===== src/rtl/alien_formation_pkg.sv =====
// Shared types and helpers for the alien formation engine.
// Holds the movement state encoding, march direction, speed curve and wave hold length.
package alien_formation_pkg;

   typedef enum logic [2:0] {
      ST_IDLE,
      ST_WAIT,
      ST_STEP,
      ST_DESCEND,
      ST_DEFEATED
   } state_t;

   typedef enum logic {
      DIR_RIGHT = 1'b0,
      DIR_LEFT  = 1'b1
   } dir_t;

   localparam int WAVE_HOLD_FRAMES = 60;

   // Every dead alien shortens the move period by one frame, floored at min_p.
   function automatic logic [7:0] calc_period(input int base, input int min_p,
                                              input int total, input logic [7:0] alive);
      int p;
      p = base - (total - int'(alive));
      if (p < min_p) p = min_p;
      return 8'(p);
   endfunction

endpackage


===== src/rtl/alien_span_finder.sv =====
// Combinational extent of the live formation: leftmost/rightmost live column and lowest live row.
// Drives both the march edge check and the bottom-edge report.
module alien_span_finder #(
   parameter int ROWS = 4,
   parameter int COLS = 8
) (
   input  logic [ROWS*COLS-1:0] alive_i,
   output logic [3:0]           min_col_o,
   output logic [3:0]           max_col_o,
   output logic [2:0]           max_row_o,
   output logic                 any_o
);

   logic [COLS-1:0] col_live;
   logic [ROWS-1:0] row_live;

   always_comb begin
      col_live  = '0;
      row_live  = '0;
      min_col_o = '0;
      max_col_o = '0;
      max_row_o = '0;
      for (int r = 0; r < ROWS; r++) begin
         for (int c = 0; c < COLS; c++) begin
            if (alive_i[r*COLS+c]) begin
               col_live[c] = 1'b1;
               row_live[r] = 1'b1;
            end
         end
      end
      for (int c = COLS - 1; c >= 0; c--) begin
         if (col_live[c]) min_col_o = 4'(c);
      end
      for (int c = 0; c < COLS; c++) begin
         if (col_live[c]) max_col_o = 4'(c);
      end
      for (int r = 0; r < ROWS; r++) begin
         if (row_live[r]) max_row_o = 3'(r);
      end
      any_o = |alive_i;
   end

endmodule


===== src/rtl/alien_formation_ctrl.sv =====
// Alien formation: alive map, frame-paced march with descend on edge, hit decode and kill.
// Define ALIEN_FORMATION_WAVE_EN to refill the map after a 60-frame defeat hold (else defeat is terminal).
module alien_formation_ctrl
   import alien_formation_pkg::*;
#(
   parameter int ROWS        = 4,
   parameter int COLS        = 8,
   parameter int CELL_W      = 32,
   parameter int CELL_H      = 32,
   parameter int SCREEN_W    = 640,
   parameter int START_X     = 64,
   parameter int START_Y     = 32,
   parameter int STEP_X      = 4,
   parameter int STEP_Y      = 16,
   parameter int BASE_PERIOD = 32,
   parameter int MIN_PERIOD  = 2
) (
   input  logic        clk,
   input  logic        resetN,
   input  logic        startOfFrame,
   input  logic        playGame,
   input  logic [10:0] pixelX,
   input  logic [10:0] pixelY,
   input  logic        fireCollision,
   output logic        drawingRequest,
   output logic [10:0] offsetX,
   output logic [10:0] offsetY,
   output logic [1:0]  alienType,
   output logic [10:0] topLeftX,
   output logic [10:0] topLeftY,
   output logic [7:0]  aliveCount,
   output logic [10:0] bottomY,
   output logic        killPulse,
   output logic        matrixDefeated
);

   localparam int TOTAL  = ROWS * COLS;
   localparam int CW_SH  = $clog2(CELL_W);
   localparam int CH_SH  = $clog2(CELL_H);
   localparam int FORM_W = COLS * CELL_W;
   localparam int FORM_H = ROWS * CELL_H;
   localparam logic [TOTAL-1:0]  LSB = TOTAL'(1);
   localparam logic signed [12:0] SX  = 13'(STEP_X);
   localparam logic signed [12:0] SCR = 13'(SCREEN_W);

   state_t            state_q, state_d;
   dir_t              dir_q, dir_d;
   logic [10:0]       x_q, x_d, y_q, y_d;
   logic [7:0]        frm_q, frm_d;
   logic [TOTAL-1:0]  alive_q, alive_d;
   logic [7:0]        cnt_q, cnt_d;
   logic              kill_q, kill_d;
   logic              draw_q, draw_d;
   logic [10:0]       offx_q, offx_d, offy_q, offy_d;
   logic [1:0]        type_q, type_d;
   logic [6:0]        hidx_q, hidx_d;
`ifdef ALIEN_FORMATION_WAVE_EN
   logic [2:0]        wave_q, wave_d, wave_nxt;
`endif

   logic [3:0]        min_col, max_col;
   logic [2:0]        max_row;
   logic              span_any;

   alien_span_finder #(.ROWS(ROWS), .COLS(COLS)) u_span (
      .alive_i   (alive_q),
      .min_col_o (min_col),
      .max_col_o (max_col),
      .max_row_o (max_row),
      .any_o     (span_any)
   );

   logic [10:0]       rel_x, rel_y;
   logic              in_form, hit, kill;
   logic [3:0]        cell_col;
   logic [2:0]        cell_row;
   logic [6:0]        cell_idx;
   logic [TOTAL-1:0]  alive_sh, kill_sh;
   logic signed [12:0] nx, l_off, r_off, l_pos, r_pos;
   logic              at_edge;
   logic [7:0]        period;
   logic [8:0]        frm_inc;

   // Negative offsets wrap to large unsigned values and fall outside the formation box.
   always_comb begin
      rel_x    = pixelX - x_q;
      rel_y    = pixelY - y_q;
      in_form  = ({1'b0, rel_x} < 12'(FORM_W)) && ({1'b0, rel_y} < 12'(FORM_H));
      cell_col = 4'(rel_x >> CW_SH);
      cell_row = 3'(rel_y >> CH_SH);
      cell_idx = 7'(int'(cell_row) * COLS + int'(cell_col));
      alive_sh = alive_q >> cell_idx;
      hit      = in_form && alive_sh[0];
      kill_sh  = alive_q >> hidx_q;
      kill     = fireCollision && draw_q && kill_sh[0];
   end

   always_comb begin
      nx      = (dir_q == DIR_RIGHT) ? $signed({2'b00, x_q}) + SX : $signed({2'b00, x_q}) - SX;
      l_off   = 13'(min_col) << CW_SH;
      r_off   = (13'(max_col) + 13'd1) << CW_SH;
      l_pos   = nx + l_off;
      r_pos   = nx + r_off;
      at_edge = (l_pos < 13'sd0) || (r_pos > SCR);
      period  = calc_period(BASE_PERIOD, MIN_PERIOD, TOTAL, cnt_q);
      frm_inc = {1'b0, frm_q} + 9'd1;
   end

   always_comb begin
      state_d = state_q;
      dir_d   = dir_q;
      x_d     = x_q;
      y_d     = y_q;
      frm_d   = frm_q;
      alive_d = alive_q;
      cnt_d   = cnt_q;
      kill_d  = kill;
      draw_d  = hit;
      offx_d  = rel_x & 11'(CELL_W - 1);
      offy_d  = rel_y & 11'(CELL_H - 1);
      type_d  = 2'(cell_row >> 1);
      hidx_d  = cell_idx;
`ifdef ALIEN_FORMATION_WAVE_EN
      wave_d   = wave_q;
      wave_nxt = (wave_q == 3'd7) ? 3'd7 : wave_q + 3'd1;
`endif

      if (kill) begin
         alive_d = alive_q & ~(LSB << hidx_q);
         cnt_d   = cnt_q - 8'd1;
      end

      // The edge check reads alive_q, so a same-cycle kill does not affect this move.
      if (cnt_q == 8'd0 && state_q != ST_DEFEATED) begin
         state_d = ST_DEFEATED;
         frm_d   = '0;
      end else begin
         case (state_q)
            ST_IDLE: begin
               frm_d = '0;
               if (playGame) state_d = ST_WAIT;
            end
            ST_WAIT: begin
               if (!playGame) begin
                  state_d = ST_IDLE;
               end else if (startOfFrame) begin
                  if (frm_inc >= {1'b0, period}) begin
                     state_d = ST_STEP;
                     frm_d   = '0;
                  end else begin
                     frm_d = frm_inc[7:0];
                  end
               end
            end
            ST_STEP: begin
               if (!playGame) begin
                  state_d = ST_IDLE;
               end else if (at_edge) begin
                  state_d = ST_DESCEND;
               end else begin
                  x_d     = nx[10:0];
                  state_d = ST_WAIT;
               end
            end
            ST_DESCEND: begin
               if (!playGame) begin
                  state_d = ST_IDLE;
               end else begin
                  y_d     = y_q + 11'(STEP_Y);
                  dir_d   = (dir_q == DIR_RIGHT) ? DIR_LEFT : DIR_RIGHT;
                  state_d = ST_WAIT;
               end
            end
            ST_DEFEATED: begin
`ifdef ALIEN_FORMATION_WAVE_EN
               if (startOfFrame) begin
                  if (frm_inc >= 9'(WAVE_HOLD_FRAMES)) begin
                     alive_d = '1;
                     cnt_d   = 8'(TOTAL);
                     x_d     = 11'(START_X);
                     y_d     = 11'(START_Y + STEP_Y * int'(wave_nxt));
                     wave_d  = wave_nxt;
                     dir_d   = DIR_RIGHT;
                     frm_d   = '0;
                     state_d = ST_IDLE;
                  end else begin
                     frm_d = frm_inc[7:0];
                  end
               end
`endif
            end
            default: state_d = ST_IDLE;
         endcase
      end
   end

   always_ff @(posedge clk) begin
      if (resetN) begin
         state_q <= ST_IDLE;
         dir_q   <= DIR_RIGHT;
         x_q     <= 11'(START_X);
         y_q     <= 11'(START_Y);
         frm_q   <= '0;
         alive_q <= '1;
         cnt_q   <= 8'(TOTAL);
         kill_q  <= 1'b0;
         draw_q  <= 1'b0;
         offx_q  <= '0;
         offy_q  <= '0;
         type_q  <= '0;
         hidx_q  <= '0;
`ifdef ALIEN_FORMATION_WAVE_EN
         wave_q  <= '0;
`endif
      end else begin
         state_q <= state_d;
         dir_q   <= dir_d;
         x_q     <= x_d;
         y_q     <= y_d;
         frm_q   <= frm_d;
         alive_q <= alive_d;
         cnt_q   <= cnt_d;
         kill_q  <= kill_d;
         draw_q  <= draw_d;
         offx_q  <= offx_d;
         offy_q  <= offy_d;
         type_q  <= type_d;
         hidx_q  <= hidx_d;
`ifdef ALIEN_FORMATION_WAVE_EN
         wave_q  <= wave_d;
`endif
      end
   end

   assign drawingRequest = draw_q;
   assign offsetX        = offx_q;
   assign offsetY        = offy_q;
   assign alienType      = type_q;
   assign topLeftX       = x_q;
   assign topLeftY       = y_q;
   assign aliveCount     = cnt_q;
   assign killPulse      = kill_q;
   assign matrixDefeated = (cnt_q == 8'd0);
   assign bottomY        = span_any ? y_q + ((11'(max_row) + 11'd1) << CH_SH) : y_q;

endmodule


===== config.mk =====
export PLATFORM = sky130hd
export DESIGN_NAME = alien_formation_ctrl
export DESIGN_NICKNAME = d
export VERILOG_FILES = /design/src/rtl/alien_formation_pkg.sv /design/src/rtl/alien_span_finder.sv /design/src/rtl/alien_formation_ctrl.sv
export SDC_FILE = /design/constraint.sdc
export NUM_CORES = 1
export LEC_CHECK = 0
export BUFFER_PORTS_ARGS = -buffer_cell sky130_fd_sc_hd__buf_2
export CAP_MARGIN = 40
export CELL_PAD_IN_SITES_DETAIL_PLACEMENT = 2
export CELL_PAD_IN_SITES_GLOBAL_PLACEMENT = 2
export CORE_UTILIZATION = 37
export CTS_CLUSTER_DIAMETER = 150
export DETAILED_ROUTE_END_ITERATION = 6
export GPL_TIMING_DRIVEN = 0
export PLACE_DENSITY = 0.84
export SLEW_MARGIN = 20
export SYNTH_ARGS = -nofsm -noshare
export SYNTH_HDL_FRONTEND = slang
export SYNTH_SLANG_ARGS = --single-unit
export TNS_END_PERCENT = 1

===== constraint.sdc =====
create_clock -name clk -period 12.3 [get_ports clk]
set_clock_uncertainty 0.2 [all_clocks]
set_input_delay 1.23 -clock clk [delete_from_list [all_inputs] [get_ports clk]]
set_output_delay 1.23 -clock clk [all_outputs]
set_load 0.01 [all_outputs]

==> summary by stage, run 1 <==
Critical path
STA classifies the critical path endpoint as a register. The setup path with the least slack is of type reg2reg. The largest individual stage delay along the critical path comes from the cell sky130_fd_sc_hd__a211oi_1.

Among the stages of the critical path, the cell type that occurs most often is sky130_fd_sc_hd__o21ai_0. The setup check on the worst reg-to-reg path leaves a slack of 7.41 ns. The kind of start point of the critical path is a register. The critical path goes through clkbuf_1, inv_1, ha_1, nor4b_1, clkbuf_2, nand2b_1, xor2_1, o21ai_0, nand3_1, a21boi_1, and2_1, ha_1, nand2b_1, a21o_1, a21oi_1, o21ai_0, a211oi_1, o21ai_0, nand2_1. At the worst endpoint, the required time is 12.40 ns. The arrival time at the worst endpoint is 4.99 ns. On the worst path, the slowest cell contributes a delay of 0.57 ns. The maximum fanout along the worst path is 8.

Pwr
The fraction of power consumed by the clock network is 43.4%. The worst-case IR drop observed on VDD is 0.0810 mV. Combinational logic burns 12.7% of the power.

The net switching power of the design is 0.191 mW. Internal power comes to 0.489 mW. The switching share of power is 28.0%. Summed over all cells, the static leakage comes to 3.06 nW. The power density over cell area is 92.7 nW/um^2. Sequential cells burn 43.9% of the power.

Finish
Excluding fillers, the count of instances in the completed layout stands at 1,086. The area occupied by multi-input gates is 4150 um^2. The number of nets in the layout is 930. Fill cells in the final layout number 1,898. Once layout is done, the placed cells without fillers occupy 7330 um^2. From synthesis to final layout, the design area changed by 16.6%. The share of final-layout standard cells stronger than drive strength 1 is 19.3%. Measured on the finished design, the core utilization comes to 44.2%.

The sequential cells in the finished layout cover a total of 1780 um^2.

Synth
The primary flip-flop cell chosen by synthesis mapping is sky130_fd_sc_hd__dfxtp_1. The async set-reset flop share out of synthesis is 0%. sky130_fd_sc_hd__nor2_1 is the most common cell in the netlist. The average instance area after synthesis is 8.36 um^2.

After technology mapping, the gate count stands at 752. The share of synthesized area in the top cell type comes to 28.3%. The number of enable-type register cells in the synthesized netlist is 0.

The netlist uses 71 different library cells. The cell area that synthesis handed to floorplanning was 6290 um^2. Ranked by total cell area, the synthesized netlist is headed by sky130_fd_sc_hd__dfxtp_1 28%, sky130_fd_sc_hd__ha_1 7.8%, sky130_fd_sc_hd__nor2_1 5.7%, sky130_fd_sc_hd__mux4_2 5.4%, sky130_fd_sc_hd__xnor2_1 4.9%. After synthesis, the most frequently instantiated cells are 96 x sky130_fd_sc_hd__nor2_1, 89 x sky130_fd_sc_hd__dfxtp_1, 52 x sky130_fd_sc_hd__nand2_1. The number of storage elements in the synthesis netlist is 89. Summed over all instances, the cell type with the most area after synthesis is sky130_fd_sc_hd__dfxtp_1. During synthesis, Yosys emitted a total of 0 warnings.

Summing the sequential cell areas from Yosys gives 28.3% of the chip area.

CTS
The clock-pin slew on the worst setup and hold paths is 0.07 ns. The number of gates given a new drive strength after cts is 0. Buffers inserted during clock tree synthesis total 9.

The clock insertion delay at the later pin of the skew report is 0.36 ns. The cell at the root of the clock tree is sky130_fd_sc_hd__clkbuf_16. The number of H-tree branching levels is 3. TritonCTS built the clock tree.

The quantity of hold-fixing buffers added after cts is 0. Counting every sink on the clock net gives 89. Buffers added to address setup during post-CTS repair amount to 0. The maximum buffer depth of the clock tree is 2.

Floorplanning
The total I/O pin count is 95. The number of rows in the core area is 47. The area of the core is 16,600 um^2. The die covers 17,500 um^2. The floorplan die width is 132 um. The die is 132 um tall.

Once the floorplan was initialized, standard cells occupied 37.9% of the core.

Placement
Once detailed placement completed, the half-perimeter wirelength came to 17,400 um. Summing all placed instances gives a cell area of 7010 um^2. Before CTS, the worst setup slack after placement is 7.36 ns. The placed instance count is 1,065. The congestion estimate from routability-driven global placement came to 0.891. Input and output buffers added on the ports amount to 72.

Min path
The worst min-delay path class is reg2reg.

STA
The count of endpoints failing setup in the final report is 0. For the pin with the worst max-slew slack, the measured transition is 0.843 ns. The number of hold violations in the final report is 0.

The worst path meets setup with 7.41 ns of slack. In the finished design, the share of the clock period the worst path needs comes to 39.7%. The final count of pins violating max slew is 0. Headroom to the max-slew limit came out at 43.5%. The sum of negative setup slack is 0 ns. The clock period could shrink to 4.89 ns.

Setup repair after global routing left no endpoint under its margin. For this run, the top clock speed supported by timing is 0.205 GHz.

Drt
The overall routed net length is 23,000 um. The via density per instance is 5.65. The mean routed wirelength per cell is 21.2 um.

The post-route antenna net violation count is 0. Summing over every cut layer, the via total after detailed routing is 6,132. After the first detailed-routing iteration, the DRC count stood at 336.

In the routed design, unresolved DRC markers number 0. For this run, the detailed router's first-pass iteration total came to 4.

Global route
The first-pass GRT wire length is 36,400 um. The via count of the first global-routing pass is 6,536. The global router's overall resource usage is 26.6%.

The number of antenna violations at the first check in global routing is 2. The total grt overflow is 0. The largest net degree at the start of global routing is 17.

Run
The reported max-cap violation count is 0.

Run status
The flow ran to the end, and the final reports show no timing, DRC or antenna violations.
## placed cells by master (no fill, tap or decap), types with 18 or more instances in the layout
| cell | n |
|---|---|
| sky130_fd_sc_hd__conb_1 | 22 |
| sky130_fd_sc_hd__nor4_1 | 27 |
| sky130_fd_sc_hd__a21oi_1 | 51 |
| sky130_fd_sc_hd__clkbuf_1 | 18 |
| sky130_fd_sc_hd__buf_2 | 80 |
| sky130_fd_sc_hd__ha_1 | 39 |
| sky130_fd_sc_hd__nor2_1 | 96 |
| sky130_fd_sc_hd__dfxtp_1 | 89 |
| sky130_fd_sc_hd__xnor2_1 | 35 |
| sky130_fd_sc_hd__nand2_1 | 52 |
| sky130_fd_sc_hd__nand3_1 | 21 |
| sky130_fd_sc_hd__inv_1 | 32 |
| sky130_fd_sc_hd__buf_4 | 23 |
## final cells by class
cell class                      count  share of cell area [%]
Antenna cell                        1                  0.0341
Buffer                             54                    4.39
Clock buffer                       10                    3.12
Clock inverter                      6                    1.02
Inverter                           32                    1.64
Multi-Input combinational cell    598                    56.6
Sequential cell                    89                    24.3
Tap cell                          220                    3.75
Timing Repair Buffer               76                    5.19
## registers in the layout, summed over array words and instances, names as in the netlist, 2 cells and up
name and count:
offsetY 5, state_q 3, alienType 2, offsetX 5, alive_q 32, hidx_q 7
topLeftY 7, frm_q 8, topLeftX 9, aliveCount 8
## final timing paths
kind	startpoint	endpoint	cells past startpoint
worst min-delay path	frm_q[3]$_SDFFE_PP0P_	frm_q[3]$_SDFFE_PP0P_	2
worst max register to register	aliveCount[0]$_SDFFE_PP0P_	frm_q[6]$_SDFFE_PP0P_	19
worst min register to register	frm_q[3]$_SDFFE_PP0P_	frm_q[3]$_SDFFE_PP0P_	2
worst max-delay path	aliveCount[0]$_SDFFE_PP0P_	frm_q[6]$_SDFFE_PP0P_	19
## stage by stage
step	hold WS, ns	total power [mW]
6_report	0.305	0.680
3_3_place_gp	0.270	0.383
4_1_cts	0.309	0.684
5_1_grt	0.341	0.704
3_5_place_dp	0.299	0.388
2_1_floorplan	0.257	0.362
## critical path: cells and delay by family (launching register included)
kind | cells | cell delay (ns)
flops | 1 | 0.32
fa+ha+maj | 2 | 0.53
xor+xnor | 1 | 0.25
compound gates | 7 | 1.83
buf+inv | 3 | 0.53
simple gates | 6 | 1.16
## metal layers
| layer | wire length [um] | global-route usage, % | up-vias |
|---|---|---|---|
| li1 | - | - | 2852 |
| met1 | 10000 | 33.5 | 3061 |
| met5 | 13 | 0 | - |
| met4 | 301 | 5.94 | 2 |
| met3 | 1170 | 4.88 | 28 |
| met2 | 11500 | 46.9 | 189 |
## power by group through the flow
| stage | Combinational, mW | Clock (mW) | Sequential (mW) |
|---|---|---|---|
| final | 0.0864 | 0.295 | 0.299 |
| after detailed placement | 0.0830 | 0 | 0.305 |
| after global placement | 0.0784 | 0 | 0.305 |
| after global routing | 0.0941 | 0.311 | 0.299 |
| after floorplan | 0.0572 | 0 | 0.305 |
| after CTS | 0.0848 | 0.301 | 0.299 |
## kinds of logic (layout without fill, tap and decap cells)
kind of cell | count (synthesis) | count (layout) | synth area share, %
and+or+nand+nor | 307 | 307 | 25.4
AOI/OAI and AO/OA | 144 | 144 | 14.7
DFF | 89 | 89 | 28.3
buffers and inverters | 86 | 178 | 7.03
xor gates and xnor gates | 51 | 51 | 7.32
adders and majority gates | 43 | 43 | 9.04
muxes | 31 | 31 | 8.08
other | 1 | 23 | 0.0597
(Power assumes the default switching activity.)
==> run 2, diff against run 1 <==
- CORE_UTILIZATION: 37 -> 35
- PLACE_DENSITY: 0.84 -> 0.8
- clock period: 12.3 -> 4.76 ns (I/O delays scaled with it)
==> summary by stage, run 2 (same netlist as run 1, synthesis figures left out) <==
Run status
The flow ran to the end, and the final reports show no timing, DRC or antenna violations.

Critical path
On the critical path the largest part of the delay comes from simple AND/OR/NAND/NOR gates. In this run the critical register-to-register path is captured at topLeftX[8]$_SDFFE_PP0P_. The startpoint of the lowest-slack register-to-register path is alive_q[2]$_SDFFE_PP1P_. The biggest cell delay along the critical path is 0.60 ns (+0.03 ns). The critical path class is reg2reg. The maximum fanout along the worst path is 10 (+2). The standard cell with the maximum stage delay on the critical path is sky130_fd_sc_hd__or4_1. The critical path goes through or4_1, o21ai_0, a21boi_0, o21ai_0, ha_1, fa_1, a21o_1, a21oi_1, xnor3_1, and2_4, buf_6, nor4_1, mux2_1. The buffer and inverter count on the worst path is 1 (-2). The arrival time at the worst endpoint came to 4.49 ns (-0.50 ns). The data required time at the worst endpoint is 4.81 ns (-7.59 ns). The kind of capture point of the worst setup path is a register.

The cell count of the worst reg-to-reg path is 13 (-6). The setup slack of the most critical reg-to-reg path is 0.32 ns (-7.09 ns). STA classifies the critical path startpoint as a register.

The cell that appears most often on the critical path is sky130_fd_sc_hd__o21ai_0. In this run the worst setup path begins at alive_q[2]$_SDFFE_PP1P_.

Global route
The first-pass GRT wire length was 35,900 um (-1.5%). The largest net degree at the start of global routing is 18 (+1). The via count of the first global-routing pass is 6,607 (+1.1%). The global router's overall resource usage is 25.4% (-1.2 points).

The total grt overflow came to 0 (unchanged). The number of antenna violations at the first check in global routing is 2 (unchanged).

CTS
The total clock buffers created by CTS is 9 (unchanged). The number of sinks handled by clock tree synthesis is 89 (unchanged). Clock tree synthesis selected as its root buffer the cell sky130_fd_sc_hd__clkbuf_16. The TritonCTS clock tree is yes. The number of H-tree branching levels is 3 (unchanged).

The maximum buffer depth of the clock tree came to 2 (unchanged). The quantity of hold-fixing buffers added after cts came to 0 (unchanged). The clock insertion delay at the later pin of the skew report is 0.36 ns (about the same).

The clock-pin slew on the worst setup and hold paths is 0.07 ns (about the same).

STA
The achievable frequency is 0.225 GHz (+10%). The sum of negative setup slack was 0 ns (unchanged). The count of endpoints failing setup in the final report came to 0 (unchanged). Setup repair after global routing left no endpoint under its margin. The worst slew margin relative to its limit is 35.5% (-8.0 points). The final count of pins violating max slew is 0 (unchanged).

The number of hold violations in the final report is 0 (unchanged). The shortest period the worst path allows is 4.44 ns (-0.447 ns). The final period utilization is 93.3% (+54 points). The measured slew at the worst slew-check pin is 0.960 ns (+0.117 ns). The tightest hold margin is 0.125 ns (-0.180 ns).

Floorplanning
The die span in y is 136 um (+2.8%). The area of the core came to 17,400 um^2 (+5.0%). The starting utilization of the core area was 36.1% (-1.8 points). The die area is 18,500 um^2 (+5.6%).

The number of rows in the core area is 48 (+2.1%). The total I/O pin count came to 95 (unchanged). The floorplan die width is 136 um (+2.8%).

Drt
The total iterations of the first detailed-routing run is 5 (+1). The overall routed net length is 22,900 um (-0.46%). The post-route antenna net violation count is 0 (unchanged). The via density per instance came to 5.63 (-0.24%).

The mean routed wirelength per cell was 20.9 um (-1.0%). The remaining design rule violation count is 0 (unchanged). The number of vias after detailed routing is 6,151 (+0.31%). The DRC violation total after the first TritonRoute iteration came to 247 (-26%).

Min path
In this run the worst hold path is classified as in2reg. The worst hold path terminates at offsetX[1]$_SDFF_PP0_. The cell count of the worst hold path is 2 (unchanged).

The worst hold path begins at pixelX[1].

Finish
The number of fillers in the final layout is 2,026 (+6.7%). The sequential cell area is 1780 um^2 (unchanged). The share of final-layout standard cells stronger than drive strength 1 is 20.3% (+1.0 points).

The number of flip-flops in the largest register is 32 (unchanged). From synthesis to final layout, the design area changed by 17.4%. The number of nets in the layout is 931 (+0.11%). The most common cell after layout, fill and taps aside is sky130_fd_sc_hd__nor2_1. The register with the most flip-flops is alive_q. Leaving out fill and tap cells, the most frequent cells in the layout are 96 x sky130_fd_sc_hd__nor2_1, 89 x sky130_fd_sc_hd__dfxtp_1, 82 x sky130_fd_sc_hd__buf_2, 52 x sky130_fd_sc_hd__nand2_1, 51 x sky130_fd_sc_hd__a21oi_1. The area occupied by multi-input gates is 4200 um^2 (+1.2%).

Placement
The final estimated routing congestion in global placement is 0.906 (+1.7%). The post-DP HPWL is 17,700 um (+1.5%). The number of buffer cells added on primary ports is 72 (unchanged).

Pwr
The leakage power of the design is 3.09 nW (+0.90%). The peak ir drop on the vdd network came to 0.153 mV (+89%). The power density over cell area is 233 nW/um^2 (+150%).

Run
The reported max-cap violation count is 0 (unchanged).
[run 2: per-stage QoR]
step	power, mW	setup slack [ns]	std cells	utilization [%]	cell area (um^2)
floorplan	0.936	0.894	773	-	6360
global placement	0.993	0.0294	1070	40.2	7010
detailed placement	1.01	-0.296	1071	40.3	7020
CTS	1.73	0.0623	1087	42.0	7310
global route	1.78	0.0304	1091	42.4	7380
finish	1.72	0.320	1092	42.4	7380
[run 2: worst reg2reg max path: cells and delay by family (launching register included)]
kind	cells	cell delay (ns)
XOR/XNOR	1	0.29
AND/OR/NAND/NOR	3	1.14
multiplexers	1	0.35
flip-flops	1	0.41
adder cells (fa/ha/maj)	2	0.79
buffers and inverters	1	0.14
AO/OA/AOI/OAI	5	1.02
[run 2: per-layer routing]
metal  vias up  track usage, %  part of all wire [%]  routed length, um
li1       2862               -                     -                  -
met1      3099            31.1                    43               9950
met2       141            44.4                    50              11400
met3        47            3.88                   4.3                983
met4         2            9.38                   2.4                549
met5         -               0                 0.074                 17
[run 2: final cells by class]
class	count	area share, %
Antenna cell	1	0.0339
Tap cell	225	3.81
Sequential cell	89	24.1
Clock inverter	7	0.814
Timing Repair Buffer	78	5.36
Clock buffer	9	3.05
Multi-Input combinational cell	598	56.9
Inverter	32	1.63
Buffer	53	4.31
[run 2: how the worst max path moves through the flow]
stage / slack [ns] / cells past startpoint / endpoint
2_1_floorplan: 0.89 / 12 / topLeftX[4]$_SDFFE_PP0P_
3_3_place_gp: 0.03 / 18 / frm_q[2]$_SDFFE_PP0P_
3_5_place_dp: -0.30 / 17 / frm_q[2]$_SDFFE_PP0P_
4_1_cts: 0.06 / 17 / frm_q[2]$_SDFFE_PP0P_
5_1_grt: 0.03 / 13 / topLeftX[8]$_SDFFE_PP0P_
6_report: 0.32 / 13 / topLeftX[8]$_SDFFE_PP0P_
[run 2: power breakdown]
group | switching [mW] | total, mW | internal [mW]
logic | 0.135 | 0.230 | 0.0944
clock network | 0.353 | 0.718 | 0.365
registers | 0.0152 | 0.772 | 0.757
total | 0.504 | 1.72 | 1.22
[run 2: repair_timing]
item / 4_1_cts / 5_1_grt
setup buffers: 0 / 1
endpoints found under the setup margin: 7 / 11
resized for setup: 2 / 7
endpoints found under the hold margin: 0 / 0
==> run 3, diff against run 2 <==
- CORE_MARGIN: default -> 4
==> summary by stage, run 3 (same netlist as run 1, synthesis figures left out) <==
Run status
The flow ran to the end, and the final reports show no timing, DRC or antenna violations.

Global route
The largest net degree at the start of global routing is 17 (-1). The global router's overall resource usage came to 22.7% (-2.7 points). The total grt overflow is 0 (unchanged). The via count of the first global-routing pass is 6,768 (+2.4%). The number of antenna violations at the first check in global routing came to 1 (-1). The first-pass GRT wire length was 36,400 um (+1.5%).

STA
The final period utilization was 96.8% (+3.5 points). The final count of pins violating max slew is 0 (unchanged). The final critical-path setup slack is 0.155 ns (-0.165 ns). The measured slew at the worst slew-check pin was 0.995 ns (+0.0354 ns). The worst slew margin relative to its limit is 33.0% (-2.5 points).

The sum of negative setup slack is 0 ns (unchanged). The count of endpoints failing setup in the final report is 0 (unchanged). The number of hold violations in the final report was 0 (unchanged). The shortest period the worst path allows is 4.61 ns (+0.165 ns).

The achievable frequency is 0.217 GHz (-3.6%).

Pwr
The power density over cell area is 231 nW/um^2 (-0.92%). The leakage power of the design is 3.05 nW (-1.3%). The peak ir drop on the vdd network is 0.167 mV (+9.1%).

Finish
The finished layout cell area is 7340 um^2 (-0.56%). The number of flip-flops in the largest register is 32 (unchanged). The number of cells in the finished layout apart from fillers was 1,088 (-0.37%). The area occupied by multi-input gates is 4180 um^2 (-0.33%). The sequential cell area was 1780 um^2 (unchanged).

Counting flops per register, the top entry is alive_q. Leaving out fill and tap cells, the most frequent cells in the layout are 96 x sky130_fd_sc_hd__nor2_1, 89 x sky130_fd_sc_hd__dfxtp_1, 80 x sky130_fd_sc_hd__buf_2, 52 x sky130_fd_sc_hd__nand2_1, 51 x sky130_fd_sc_hd__a21oi_1. The number of fillers in the final layout is 2,034 (+0.39%). The number of nets in the layout is 928 (-0.32%). The library cell used most frequently in the layout, excluding fill and tap cells, is sky130_fd_sc_hd__nor2_1. The area growth from synthesis to layout is 16.8%. The share of final-layout standard cells stronger than drive strength 1 came to 19.7% (-0.62 points).

The number of antenna diodes came to 0 (-1).

Drt
The total iterations of the first detailed-routing run is 5 (unchanged). The number of vias after detailed routing is 6,128 (-0.37%). The via density per instance came to 5.63 (about the same). The overall routed net length is 22,700 um (-0.71%). The wire length on met3 came to 1150 um (+17%). The wire length on met2 is 11,400 um (+0.15%). In this run the top signal layer used is met5. The met1 routed wirelength after detailed routing is 9720 um (-2.3%). The remaining design rule violation count is 0 (unchanged).

The DRC violation total after the first TritonRoute iteration was 340 (+38%). The post-route antenna net violation count is 0 (unchanged). The mean routed wirelength per cell is 20.9 um (-0.35%).

Floorplanning
The die span in y was 142 um (+4.4%). The area of the core is 17,500 um^2 (+0.35%). The die area is 20,200 um^2 (+9.0%). The number of rows in the core area is 48 (unchanged).

The floorplan die width is 142 um (+4.4%). The starting utilization of the core area is 36.0% (-0.12 points). The total I/O pin count is 95 (unchanged).

Placement
The number of buffer cells added on primary ports is 72 (unchanged). The worst setup slack after placement is -0.226 ns (+0.0697 ns). The placed instance count is 1,070 (-0.093%).

The post-DP HPWL is 17,800 um (+0.45%). The final estimated routing congestion in global placement was 0.959 (+5.8%). The post-place instance area is 7010 um^2 (about the same).

Critical path
The worst setup path endpoint is topLeftX[8]$_SDFFE_PP0P_. The arrival time at the worst endpoint is 4.65 ns (+0.16 ns). The cell count of the worst reg-to-reg path is 13 (unchanged). The maximum fanout along the worst path came to 10 (unchanged).

In this run the critical register-to-register path is captured at topLeftX[8]$_SDFFE_PP0P_. The kind of start point of the critical path is a register. The startpoint of the lowest-slack register-to-register path is alive_q[5]$_SDFFE_PP1P_.

The data required time at the worst endpoint is 4.80 ns (about the same). The kind of capture point of the worst setup path is a register. The setup slack of the most critical reg-to-reg path is 0.15 ns (-0.17 ns). The critical path class is reg2reg. The most critical setup path has its startpoint at alive_q[5]$_SDFFE_PP1P_.

CTS
The clock insertion delay at the later pin of the skew report is 0.36 ns (about the same). The clock-pin slew on the worst setup and hold paths was 0.07 ns (about the same). The number of H-tree branching levels is 3 (unchanged).

The number of sinks handled by clock tree synthesis is 89 (unchanged). The total clock buffers created by CTS is 9 (unchanged). The number of buffers added for setup after CTS came to 0 (unchanged).

The maximum buffer depth of the clock tree was 2 (unchanged). The cell at the root of the clock tree is sky130_fd_sc_hd__clkbuf_16. TritonCTS built the clock tree.

Min path
In this run the worst hold path is classified as in2reg.

Run
The reported max-cap violation count is 0 (unchanged).
run 3: area by class of cell:
| type | count | area share, % |
|---|---|---|
| multi-input cells | 598 | 57.0 |
| flip-flops and latches | 89 | 24.3 |
| repair buffers | 74 | 5.08 |
| plain buffers | 54 | 4.38 |
| well taps | 225 | 3.84 |
| clock buffers | 10 | 3.12 |
| inverters | 32 | 1.64 |
| clock inverters | 6 | 0.682 |
run 3: critical path: stages (launching register included):
cell and delay, ns:
sky130_fd_sc_hd__dfxtp_1 0.38, sky130_fd_sc_hd__nor4_1 0.87, sky130_fd_sc_hd__a21boi_0 0.24, sky130_fd_sc_hd__o21ai_0 0.16, sky130_fd_sc_hd__ha_1 0.39, sky130_fd_sc_hd__fa_1 0.46, sky130_fd_sc_hd__a21o_1 0.18, sky130_fd_sc_hd__a21oi_1 0.28
sky130_fd_sc_hd__a211oi_1 0.13, sky130_fd_sc_hd__inv_1 0.10, sky130_fd_sc_hd__o221ai_1 0.12, sky130_fd_sc_hd__buf_2 0.25, sky130_fd_sc_hd__nor4_1 0.36, sky130_fd_sc_hd__mux2_1 0.36
run 3: timing repair:
action	CTS	global route
setup endpoints to repair	6	17
cloned	0	0
gates resized for setup	2	5
pin swaps	0	1
hold buffers	0	0
endpoints found under the hold margin	0	0
run 3: how the worst min path moves through the flow:
| stage | startpoint | end | slack, ns | cells after the start |
|---|---|---|---|---|
| after floorplan | frm_q[5]$_SDFFE_PP0P_ | frm_q[5]$_SDFFE_PP0P_ | 0.26 | 2 |
| after global placement | frm_q[5]$_SDFFE_PP0P_ | frm_q[5]$_SDFFE_PP0P_ | 0.27 | 2 |
| after detailed placement | frm_q[5]$_SDFFE_PP0P_ | frm_q[5]$_SDFFE_PP0P_ | 0.29 | 2 |
| after CTS | pixelY[2] | offsetY[2]$_SDFF_PP0_ | 0.12 | 2 |
| after global routing | pixelY[1] | offsetY[1]$_SDFF_PP0_ | 0.13 | 2 |
| final | pixelY[2] | offsetY[2]$_SDFF_PP0_ | 0.13 | 2 |
run 3: routing by layer:
layer | global-route usage [%] | vias to the layer above
met2 | 40.1 | 158
met5 | 0 | -
met1 | 28.5 | 3068
met4 | 6.77 | 2
met3 | 3.49 | 37
li1 | - | 2863
run 3: through the flow:
step / total power [mW] / util (%) / hold WS (ns)
finish: 1.69 / 42.0 / 0.129
global route: 1.76 / 42.0 / 0.128
CTS: 1.70 / 41.8 / 0.125
detailed placement: 1.01 / 40.1 / 0.286
global placement: 0.993 / 40.1 / 0.269
floorplan: 0.936 / - / 0.257
run 3: power by group:
part           switching [mW]  internal (mW)  total (mW)
combinational           0.132         0.0926       0.225
clock                   0.337          0.360       0.697
sequential             0.0154          0.757       0.772
total                   0.485           1.21        1.69
